===== src/rtl/decoder.sv =====
// RV32I integer-ALU decoder for OP and OP-IMM instructions.
// All decode outputs are combinational functions of the instruction word.
// The only state is a sticky flag that records any illegal encoding seen since reset.
module decoder (
  input  logic        clock,
  input  logic        reset_n,
  input  logic [31:0] instruction,
  output logic [4:0]  rs1,
  output logic [4:0]  rs2,
  output logic [4:0]  rd,
  output logic [31:0] immediate,
  output logic        alu_source,
  output logic [3:0]  alu_op,
  output logic        should_write,
  output logic        illegal,
  output logic        illegal_seen
);

  // ALU operation encoding shared with the ALU.
  typedef enum logic [3:0] {
    ALU_ADD  = 4'd0,
    ALU_SUB  = 4'd1,
    ALU_SLL  = 4'd2,
    ALU_SLT  = 4'd3,
    ALU_SLTU = 4'd4,
    ALU_XOR  = 4'd5,
    ALU_SRL  = 4'd6,
    ALU_SRA  = 4'd7,
    ALU_OR   = 4'd8,
    ALU_AND  = 4'd9
  } alu_op_e;

  localparam logic [6:0] OPC_OP     = 7'b0110011;
  localparam logic [6:0] OPC_OP_IMM = 7'b0010011;
  localparam logic [6:0] F7_BASE    = 7'b0000000;
  localparam logic [6:0] F7_ALT     = 7'b0100000;

  logic [6:0] w_opcode;
  logic [2:0] w_funct3;
  logic [6:0] w_funct7;
  logic       w_legal;
  logic       w_is_r;
  logic       w_is_shift;
  alu_op_e    w_op;
  logic       r_illegal_seen;

  assign w_opcode = instruction[6:0];
  assign w_funct3 = instruction[14:12];
  assign w_funct7 = instruction[31:25];

  // Register indices are passed through raw, legal or not.
  assign rs1 = instruction[19:15];
  assign rs2 = instruction[24:20];
  assign rd  = instruction[11:7];

  // Classify the instruction and pick the ALU operation.
  always_comb begin
    // NOTE: every variable gets a default before the case so no path leaves it unassigned (no latch).
    w_legal    = 1'b0;
    w_is_r     = 1'b0;
    w_is_shift = 1'b0;
    w_op       = ALU_ADD;
    case (w_opcode)
      OPC_OP: begin
        w_is_r = 1'b1;
        case ({w_funct7, w_funct3})
          {F7_BASE, 3'b000}: begin w_legal = 1'b1; w_op = ALU_ADD;  end
          {F7_ALT,  3'b000}: begin w_legal = 1'b1; w_op = ALU_SUB;  end
          {F7_BASE, 3'b001}: begin w_legal = 1'b1; w_op = ALU_SLL;  end
          {F7_BASE, 3'b010}: begin w_legal = 1'b1; w_op = ALU_SLT;  end
          {F7_BASE, 3'b011}: begin w_legal = 1'b1; w_op = ALU_SLTU; end
          {F7_BASE, 3'b100}: begin w_legal = 1'b1; w_op = ALU_XOR;  end
          {F7_BASE, 3'b101}: begin w_legal = 1'b1; w_op = ALU_SRL;  end
          {F7_ALT,  3'b101}: begin w_legal = 1'b1; w_op = ALU_SRA;  end
          {F7_BASE, 3'b110}: begin w_legal = 1'b1; w_op = ALU_OR;   end
          {F7_BASE, 3'b111}: begin w_legal = 1'b1; w_op = ALU_AND;  end
          default: ;
        endcase
      end
      OPC_OP_IMM: begin
        case (w_funct3)
          3'b000: begin w_legal = 1'b1; w_op = ALU_ADD;  end
          3'b010: begin w_legal = 1'b1; w_op = ALU_SLT;  end
          3'b011: begin w_legal = 1'b1; w_op = ALU_SLTU; end
          3'b100: begin w_legal = 1'b1; w_op = ALU_XOR;  end
          3'b110: begin w_legal = 1'b1; w_op = ALU_OR;   end
          3'b111: begin w_legal = 1'b1; w_op = ALU_AND;  end
          3'b001: begin
            w_is_shift = 1'b1;
            if (w_funct7 == F7_BASE) begin w_legal = 1'b1; w_op = ALU_SLL; end
          end
          3'b101: begin
            w_is_shift = 1'b1;
            if (w_funct7 == F7_BASE) begin
              w_legal = 1'b1; w_op = ALU_SRL;
            end else if (w_funct7 == F7_ALT) begin
              w_legal = 1'b1; w_op = ALU_SRA;
            end
          end
          default: ;
        endcase
      end
      default: ;
    endcase
  end

  // Drive decode outputs; illegal words collapse to a harmless ADD with no write.
  always_comb begin
    illegal      = ~w_legal;
    should_write = w_legal;
    alu_source   = w_legal & w_is_r;
    alu_op       = w_legal ? w_op : ALU_ADD;
    immediate    = 32'h0000_0000;
    if (w_legal && !w_is_r) begin
      if (w_is_shift) immediate = {27'b0, instruction[24:20]};
      else            immediate = {{20{instruction[31]}}, instruction[31:20]};
    end
  end

  // Sticky illegal flag: set on any clocked illegal word, cleared only by reset.
  always_ff @(posedge clock or negedge reset_n) begin
    // NOTE: sequential state uses non-blocking assignments so all flops update together at the edge.
    if (!reset_n)     r_illegal_seen <= 1'b0;
    else if (illegal) r_illegal_seen <= 1'b1;
  end

  assign illegal_seen = r_illegal_seen;

endmodule


===== config.mk =====
export PLATFORM = sky130hd
export DESIGN_NAME = decoder
export DESIGN_NICKNAME = d
export VERILOG_FILES = /design/src/rtl/decoder.sv
export SDC_FILE = /design/constraint.sdc
export NUM_CORES = 1
export LEC_CHECK = 0
export BUFFER_PORTS_ARGS = -buffer_cell sky130_fd_sc_hd__buf_2
export CAP_MARGIN = 15
export CORE_AREA = 4 4 55 57
export CTS_BUF_LIST = sky130_fd_sc_hd__clkbuf_4
export CTS_CLUSTER_SIZE = 20
export DETAILED_ROUTE_END_ITERATION = 8
export DIE_AREA = 0 0 59 61
export HOLD_SLACK_MARGIN = 0.03
export PLACE_DENSITY = 0.73
export RECOVER_POWER = 25
export SLEW_MARGIN = 25
export SYNTH_ARGS = -nofsm -noshare
export SYNTH_HDL_FRONTEND = slang
export SYNTH_SLANG_ARGS = --single-unit

===== constraint.sdc =====
create_clock -name clock -period 2.3 [get_ports clock]
set_clock_uncertainty 0.05 [all_clocks]
set_input_delay 0.23 -clock clock [delete_from_list [all_inputs] [get_ports clock]]
set_output_delay 0.23 -clock clock [all_outputs]
set_load 0.1 [all_outputs]

======== Word level (Yosys, flattened, before mapping) ========
Cells that the tools add are included.
storage, ports and cells
  word-level logic and storage cells ...... 48
  flip-flop bits (word level) ............. 1
  output and inout port bits .............. 55
  input bits .............................. 34
cells by class
  bitwise gates (word level) .............. 2
  equal/unequal tests ..................... 19
  mux-type cells .......................... 18
  reductions and logical operators ........ 8
operators by type and width
  cell                   count
  $mux W32               2
  $eq A10 B3 Y1 const B  4
  $pmux W4 S9            1
  $pmux W4 S8            1
  $eq A10 B2 Y1 const B  2
  $eq A10 B9 Y1 const B  2
  $eq A7 B6 Y1 const B   2
  $eq A3 B3 Y1 const B   4
  $eq A10 B1 Y1 const B  1
  $logic_not A10 Y1      1
  $reduce_or A10 Y1      1
  $pmux W4 S2            1
  $eq A7 B5 Y1 const B   1
  $logic_not A7 Y1       1
  $mux W1                7
  $eq A3 B2 Y1 const B   2
  $mux W3                2
  $reduce_or A6 Y1       1
  $mux W4                1
  $eq A3 B1 Y1 const B   1
  $logic_not A3 Y1       1
  $pmux W1 S3            1
  $mux W2                1
  $pmux W1 S2            1
  other kinds (5)        5

======== Depth between registers and ports, before layout ========
Gate-level depths: netlist of run 1.
  depth after elaboration ................. 7
  mapped depth ............................ 5
  gate-level depth less buffers ........... 4

======== Worst setup path after synthesis of run 1 ========
No wires, ideal clock.
  path type ............................... input -> output
  start point ............................. input instruction[26]
  end point ............................... output alu_op[1]
  setup slack ............................. -1.180 ns
  cell stages on the path ................. 5
  data required time ...................... 2.020 ns
  arrival ................................. 3.200 ns
  path through ............................ nor4_2 -> and2_1 -> buf_6 -> nand3_1 -> a221oi_1
on the way
  word-level cells in the longest chain between the ends .. 6
  elaborated cells on any way between the ends .. 26
  classes of those cells .................. eq/ne: 10; mux: 13; reduce/logical: 3
ends and longest elaborated chain
  what                                               RTL line  text
  start, declared                                    7         input logic [31:0] instruction,
  $eq A7 B6 Y1                                       96        end else if (w_funct7 == F7_ALT) begin
  $mux W3 / $mux W1 (equally long branches)          96
  $mux W3 / $mux W1 (equally long branches)          94        if (w_funct7 == F7_BASE) begin
  $pmux W4 S8 / $pmux W1 S3 (equally long branches)  81        case (w_funct3)
  $pmux W4 S2 / $pmux W1 S2 (equally long branches)  63        case (w_opcode)
  $mux W4 (*)                                        112       alu_op = w_legal ? w_op : ALU_ADD;
  end, declared                                      13        output logic [3:0] alu_op,
Mark *: on every way between the ends. The rest lies on a longest branch, timed or not.

======== Worst setup path after layout of run 1 ========
  start point ............................. input instruction[6]
  end point ............................... output immediate[18]
on the way
  word-level cells in the longest chain between the ends .. 5
  elaborated cells on any way between the ends .. 9
  classes of those cells .................. eq/ne: 2; mux: 5; reduce/logical: 2
ends and longest elaborated chain
  what                 RTL line  text
  $eq A7 B6 Y1         63
  $mux W1              63
  $logic_not A1 Y1     114       if (w_legal && !w_is_r) begin
  $logic_and A1 B1 Y1  114
  $mux W32 (*)         114
  end, declared        11        output logic [31:0] immediate,
Marked as above.

==> results of run 1 <==
routing by layer:
layer,vias up,global-route usage,part of all wire
met5,-,0,0
met4,0,0.0162,0
met3,0,0.0191,0.14
met2,48,0.215,0.51
met1,345,0.128,0.35
li1,372,-,-
worst paths after layout:
path                                                from                       end  cells past startpoint
max in group asynchronous                        reset_n  illegal_seen$_DFFE_PN0N_                      2
worst min-delay path                      instruction[7]                     rd[0]                      0
worst max-delay path                      instruction[6]             immediate[18]                      7
min in group asynchronous                        reset_n  illegal_seen$_DFFE_PN0N_                      2
worst min register to register  illegal_seen$_DFFE_PN0N_  illegal_seen$_DFFE_PN0N_                      2
worst max register to register  illegal_seen$_DFFE_PN0N_  illegal_seen$_DFFE_PN0N_                      2
final cells by class:
class | count | area (um^2) | area share
flip-flops and latches | 1 | 25.0 | 0.0170
well taps | 30 | 37.5 | 0.0254
repair buffers | 72 | 965 | 0.654
inverters | 2 | 7.51 | 0.00509
multi-input cells | 57 | 440 | 0.299
metrics by stage:
| stage | utilization | cell area, um^2 |
|---|---|---|
| after global routing | 0.595 | 1480 |
| final | 0.595 | 1480 |
| after global placement | 0.593 | 1470 |
| after detailed placement | 0.593 | 1470 |
| after floorplan | - | 773 |
| after CTS | 0.597 | 1480 |
repair_timing:
item | CTS | global route
hold buffers | 1 | 0
buffers inserted | 0 | 0
endpoints found under the hold margin | 1 | 0
gates resized for setup | 0 | 0
endpoints found under the setup margin | 0 | 0
cells by family (layout without fill, tap and decap cells):
kind of cell,count (synthesis),in the layout,share of synthesized area
buffers and inverters,43,74,0.411
and+or+nand+nor,37,37,0.334
AOI/OAI and AO/OA,17,17,0.186
xor gates and xnor gates,3,3,0.0351
DFF,1,1,0.0334
report_power, final:
part,internal [W],switching (W)
Combinational,0.0000415,0.0000891
Sequential,0.0000179,0
Clock,0,0
Total,0.0000594,0.0000891
cell usage in the layout (no fill, tap or decap):
cell                             n
sky130_fd_sc_hd__nand2b_4        1
sky130_fd_sc_hd__and3_2          1
sky130_fd_sc_hd__o22ai_1         1
sky130_fd_sc_hd__nand4b_1        1
sky130_fd_sc_hd__and2_4          1
sky130_fd_sc_hd__xnor2_1         2
sky130_fd_sc_hd__nor4_1          1
sky130_fd_sc_hd__and2_2          1
sky130_fd_sc_hd__dlygate4sd3_1   1
sky130_fd_sc_hd__and2_1         11
sky130_fd_sc_hd__xor2_1          1
sky130_fd_sc_hd__a31oi_1         2
sky130_fd_sc_hd__o32ai_2         1
sky130_fd_sc_hd__o32a_1          2
sky130_fd_sc_hd__a22o_1          1
sky130_fd_sc_hd__o21ai_0         2
sky130_fd_sc_hd__a221oi_2        1
sky130_fd_sc_hd__nor2b_2         1
sky130_fd_sc_hd__dfrtp_1         1
sky130_fd_sc_hd__o21ai_1         1
sky130_fd_sc_hd__clkbuf_1        3
sky130_fd_sc_hd__buf_2          27
sky130_fd_sc_hd__a21oi_1         2
sky130_fd_sc_hd__nor3_4          1
sky130_fd_sc_hd__nand2_1         2
sky130_fd_sc_hd__nor4_2          1
sky130_fd_sc_hd__nor2b_1         2
sky130_fd_sc_hd__or3_4           1
sky130_fd_sc_hd__buf_12         40
sky130_fd_sc_hd__nor3_2          1
sky130_fd_sc_hd__a2111oi_4       1
sky130_fd_sc_hd__o21bai_1        1
sky130_fd_sc_hd__nor3_1          1
sky130_fd_sc_hd__nand3_1         2
sky130_fd_sc_hd__nor2_1          4
sky130_fd_sc_hd__o22ai_2         1
sky130_fd_sc_hd__o21a_1          1
sky130_fd_sc_hd__inv_1           2
sky130_fd_sc_hd__buf_4           1
sky130_fd_sc_hd__nand2b_1        4
==> run summary, run 1 <==
The horizontal die dimension came out at 59 um. For this block, the routed nets add up to 2220 um of wire. Setup slack closes at 0.236 ns. Yosys mapped a number of flops with a built-in enable equal to 0. Synthesis handed over a netlist of 101 instances. For the number of global-route vias before repair, the log shows 734. The critical path is of the primary input to primary output type. The tools report the final hold slack as 0.410 ns.

Initial core utilization: 0.302. The average wire per cell in the routed design is 13.7 um, and the pre-CTS setup slack is 0.217 ns. From synthesis to final layout, the design area changed by 97.2%. After detailed routing, the number of remaining DRC violations is 0. The ratio of cells with drive above 1 in the final layout works out to 0.614.

In the post-synthesis netlist, the biggest area contributors are sky130_fd_sc_hd__buf_4, sky130_fd_sc_hd__and2_1, sky130_fd_sc_hd__a2111oi_4. The logs give 0.000148 W for the total power draw and 0 for the count of endpoints failing setup in the final report. The logs give 1.78 ns for the data arrival time of the critical path and 0.217 for the headroom to the max-slew limit.

The tools report the net count after synthesis as 135. The clock reaches the later pin of the worst-skew pair after 0 ns. Setup repair after global routing left no endpoint under its margin. 89 I/O pins were placed. The first detailed-routing pass ran for 4 iterations. The cell that appears most often on the critical path is sky130_fd_sc_hd__buf_12.

The count of buffers from port buffering is 68. STA classifies the critical path endpoint as a primary output. In this run the static leakage power is 0.586 nW. The run gives 18 as the row count.

The library cell with the highest instance count after synthesis was sky130_fd_sc_hd__buf_4. For the pin with the worst max-slew slack, the measured transition is 1.18 ns. The async set-or-reset flop fraction in the synthesized netlist came out at 1.00.

Across the run, the number of max-cap violations was 0. The final max-slew violation count was 0. In this design, the largest share of critical-path delay is due to simple AND/OR/NAND/NOR gates. The congestion estimate from routability-driven global placement came to 0.755. The post-synthesis sequential element count was 1. The run gives 0 ns as the setup TNS after final layout. After synthesis the cells add up to 748 um^2. Counting both buffers and inverters, the worst setup path holds a total of 3. The run finished with clean final reports. The classification of the worst-slack hold path is primary input to primary output.

After detailed placement, the design holds a cell count of 161. The tools report the element type at the critical path start as a primary input. The share of the synthesized area in the top cell type was 0.361; the maximum cell stage delay along the critical path was 0.40 ns. The routed via count divided by cell count was 4.72. The floorplan step set the die height to 61 um. The per-instance average area after synthesis was 7.41 um^2; the highest ir drop seen on vdd was 0.0979 mV.

The largest driver fanout on the critical path came out at 9. On the critical path, the stage with the largest delay is an instance of sky130_fd_sc_hd__or3_4. The core region is 2480 um^2. Walking the worst path, the cells encountered are buf_2 > nand4b_1 > or3_4 > nor3_4 > and2_4 > buf_12 > buf_12. The die covers 3600 um^2. The finished layout holds 162 standard cells, fillers aside.

The run gives 3270 um as the first-pass GRT wire length. The post-synthesis cell type with the largest combined area is sky130_fd_sc_hd__buf_4. Entering global routing, the biggest net connects 12 pins.

The tools report the antenna diode instance count as 0. The count of endpoints failing hold in the final timing report came out at 0. The run gives 0.111 as the global routing usage summed across all routing layers. The commonest cells after synthesis are sky130_fd_sc_hd__buf_4, sky130_fd_sc_hd__and2_1, sky130_fd_sc_hd__nand2b_1, sky130_fd_sc_hd__nor2_1. Summed over all layers, the global routing overflow is 0. The number of antenna violations at the first check in global routing was 0; the violation count after the first detailed-route iteration was 15. The dominant register cell in the synthesized netlist is sky130_fd_sc_hd__dfrtp_1.

The logs give 168 for the final net count and 0 for the Yosys warning count. The post-route clock period utilization is 0.898. The detail route stage leaves a number of antenna-violating nets equal to 0. Via total after detailed routing: 765.

The run gives 2.02 ns as the required time at the endpoint of the critical path. Power spread over the standard cell area amounts to 101 nW/um^2. The HPWL after detailed placement came out at 2030 um.

The sequential share of the synthesized area is 0.0334, and the flip-flop count of the largest register after layout is 1. Static timing analysis puts the maximum clock frequency at 484 MHz. After synthesis, the netlist uses 36 different library cells. For the finished layout, the period the worst path requires is 2.06 ns. After filler insertion, the fill cell instance count of the layout stands at 212.

Setup slack on the worst reg-to-reg path comes out at 1.59 ns.
(Power assumes the default switching activity.)
==> run 2, diff against run 1 <==
--- a/config.mk
+++ b/config.mk
@@ -12,7 +12,9 @@
 export CTS_CLUSTER_SIZE = 20
 export DETAILED_ROUTE_END_ITERATION = 8
 export DIE_AREA = 0 0 59 61
+export GPL_TIMING_DRIVEN = 0
 export HOLD_SLACK_MARGIN = 0.03
+export MAX_ROUTING_LAYER = met4
 export PLACE_DENSITY = 0.73
 export RECOVER_POWER = 25
 export SLEW_MARGIN = 25
==> run 2 against run 1 <==
- final cell count up 28%
- cell area down 16%
- power increased by 60%
- setup slack got worse by 0.12 ns
- wire length up 0.31%
==> run summary, run 2 (synthesized netlist as in run 1, its figures left out) <==
The number of cells traversed by the worst hold path was 2 (was 0); the logic depth of the worst register-to-register path was 2 (unchanged). The final hold slack came out at 0.442 ns (was 0.410 ns). The count of buffers from port buffering came out at 74 (was 68). The tools report the max-capacitance violation count as 0 (unchanged).

The highest achievable clock rate is 457 MHz (was 484 MHz), and the ratio of total power to cell area is 192 nW/um^2 (was 101 nW/um^2). The antenna diode instance count came out at 0 (unchanged). The tools report the number of buffers inserted by post-CTS setup repair as 0 (unchanged).

The most common library cell in the layout ignoring fill and taps is sky130_fd_sc_hd__buf_4 (was sky130_fd_sc_hd__buf_12). For the count of endpoints failing setup in the final report, the log shows 0 (unchanged). The horizontal die dimension was 59 um (unchanged); the overall overflow remaining after global route was 0 (unchanged).

The run gives 0 (unchanged) as the number of antenna violations at the first check in global routing. The global routing usage summed across all routing layers came out at 0.107 (was 0.111). Element type at the critical path start: a primary input (unchanged). Initial core utilization: 0.302 (unchanged). The data arrival time of the critical path is 1.91 ns (was 1.78 ns), and the area growth from synthesis to layout is 65.2% (was 97.2%). For the HPWL after detailed placement, the log shows 1890 um (was 2030 um).

The flip-flop count of the largest register after layout was 1 (unchanged); the residual DRC count was 0 (unchanged). The run gives 0.111 ns (was 0.236 ns) as the smallest setup slack after layout. The logs give 0 (unchanged) for the count of endpoints failing hold in the final timing report and 207 (was 162) for the count of non-filler cells in the finished layout.

Commonest cells after routing, fill and taps aside: sky130_fd_sc_hd__buf_4, sky130_fd_sc_hd__buf_2, sky130_fd_sc_hd__clkbuf_1, sky130_fd_sc_hd__and2_1 (was sky130_fd_sc_hd__buf_12, sky130_fd_sc_hd__buf_2, sky130_fd_sc_hd__and2_1, sky130_fd_sc_hd__nor2_1, sky130_fd_sc_hd__nand2b_1). The row count was 18 (unchanged). The endpoint class of the critical path was a primary output (unchanged).

The die extent in y was 61 um (unchanged); the die footprint was 3600 um^2 (unchanged). The pre-CTS setup slack was -0.0365 ns (was 0.217 ns). The remaining antenna violation count after routing is 0 (unchanged). The logs give 213 (was 168) for the final net count and 0 ns (about the same) for the worst-skew pair later-pin latency. The routed via count divided by cell count was 4.31 (was 4.72); the highest ir drop seen on vdd was 0.160 mV (was 0.0979 mV).

The average wire per cell in the routed design was 10.8 um (was 13.7 um); the largest driver fanout on the critical path was 10 (was 9). The post-route clock period utilization was 0.952 (was 0.898). Startpoint-to-endpoint class of the critical path: primary input to primary output (unchanged).

The classification of the worst-slack hold path is flop to flop (was primary input to primary output). The minimum period implied by the final worst setup slack was 2.19 ns (was 2.06 ns). The run finished with clean final reports. The detailed-router iteration count before antenna repair is 4 (unchanged), and the number of global-route vias before repair is 741 (was 734).

The number of ports placed on the die boundary is 89 (unchanged). The logs give 0.818 (was 0.755) for the weighted congestion at the end of routability-driven global placement and 2230 um (was 2220 um) for the total routed wirelength. The via total after detailed routing came out at 893 (was 765).

For the required time at the endpoint of the critical path, the log shows 2.02 ns (about the same). The slew at the pin closest to its max-slew limit is 1.17 ns (was 1.18 ns), and the pin count of the biggest net entering global routing is 22 (was 12). The ratio of cells with drive above 1 in the final layout was 0.655 (was 0.614); the core footprint was 2480 um^2 (unchanged).

The total instance count after detailed placement was 205 (was 161). The violation count after the first detailed-route iteration was 20 (was 15). For the reported leakage power, the log shows 0.674 nW (was 0.586 nW).

The final max-slew violation count is 0 (unchanged). The headroom to the max-slew limit came out at 0.224 (was 0.217). The number of fill cells is 251 (was 212), and the CTS clock-pin slew for the worst setup and hold paths is 0 ns. The tools report the total power draw as 0.000237 W (was 0.000148 W). The first-pass GRT wire length was 3140 um (was 3270 um). The setup TNS after final layout came out at 0 ns (unchanged).
run 2: per-stage QoR:
stage,instance area (um^2),util
CTS,1240,0.501
global placement,1180,0.477
finish,1240,0.499
detailed placement,1180,0.477
floorplan,773,-
global route,1240,0.499
run 2: metal layers:
metal,track usage,wire length [um],vias to the layer above
li1,-,-,466
met1,0.130,807,359
met2,0.181,1010,66
met3,0.0340,394,2
met4,0.00971,16,0
met5,-,0,-
run 2: critical path, cell delays in order:
cell,delay (ns)
sky130_fd_sc_hd__buf_2,0.09
sky130_fd_sc_hd__nand4b_1,0.17
sky130_fd_sc_hd__or3_4,0.40
sky130_fd_sc_hd__nor3_4,0.28
sky130_fd_sc_hd__and2_2,0.31
sky130_fd_sc_hd__buf_4,0.14
sky130_fd_sc_hd__buf_4,0.27
run 2: area by class of cell:
class	count	area [um^2]	area share
repair buffers	75	418	0.338
flip-flops and latches	1	25.0	0.0202
inverters	2	7.51	0.00607
plain buffers	41	300	0.243
well taps	30	37.5	0.0304
multi-input cells	58	448	0.362
run 2: report_power, final:
part / leakage, nW / total (W) / switching [W] / internal [W]
clock: 0 / 0 / 0 / 0
sequential: 0.00875 / 0.0000179 / 0 / 0.0000179
combinational: 0.666 / 0.000219 / 0.000162 / 0.0000577
run 2: path summary, 6_finish.rpt:
path,end,slack [ns],startpoint
setup / recovery,immediate[19],0.11,instruction[6]
hold / removal,illegal_seen$_DFFE_PN0N_,0.44,illegal_seen$_DFFE_PN0N_
setup reg to reg,illegal_seen$_DFFE_PN0N_,1.58,illegal_seen$_DFFE_PN0N_
hold reg to reg,illegal_seen$_DFFE_PN0N_,0.44,illegal_seen$_DFFE_PN0N_
max in group asynchronous,illegal_seen$_DFFE_PN0N_,1.61,reset_n
min in group asynchronous,illegal_seen$_DFFE_PN0N_,0.50,reset_n
run 2: what timing repair did:
item | in CTS | in global routing
gates cloned | 0 | 1
setup endpoints to repair | 20 | 19
pin swaps | 0 | 1
resized for setup | 20 | 1
endpoints found under the hold margin | 1 | 0
hold buffers | 1 | 0
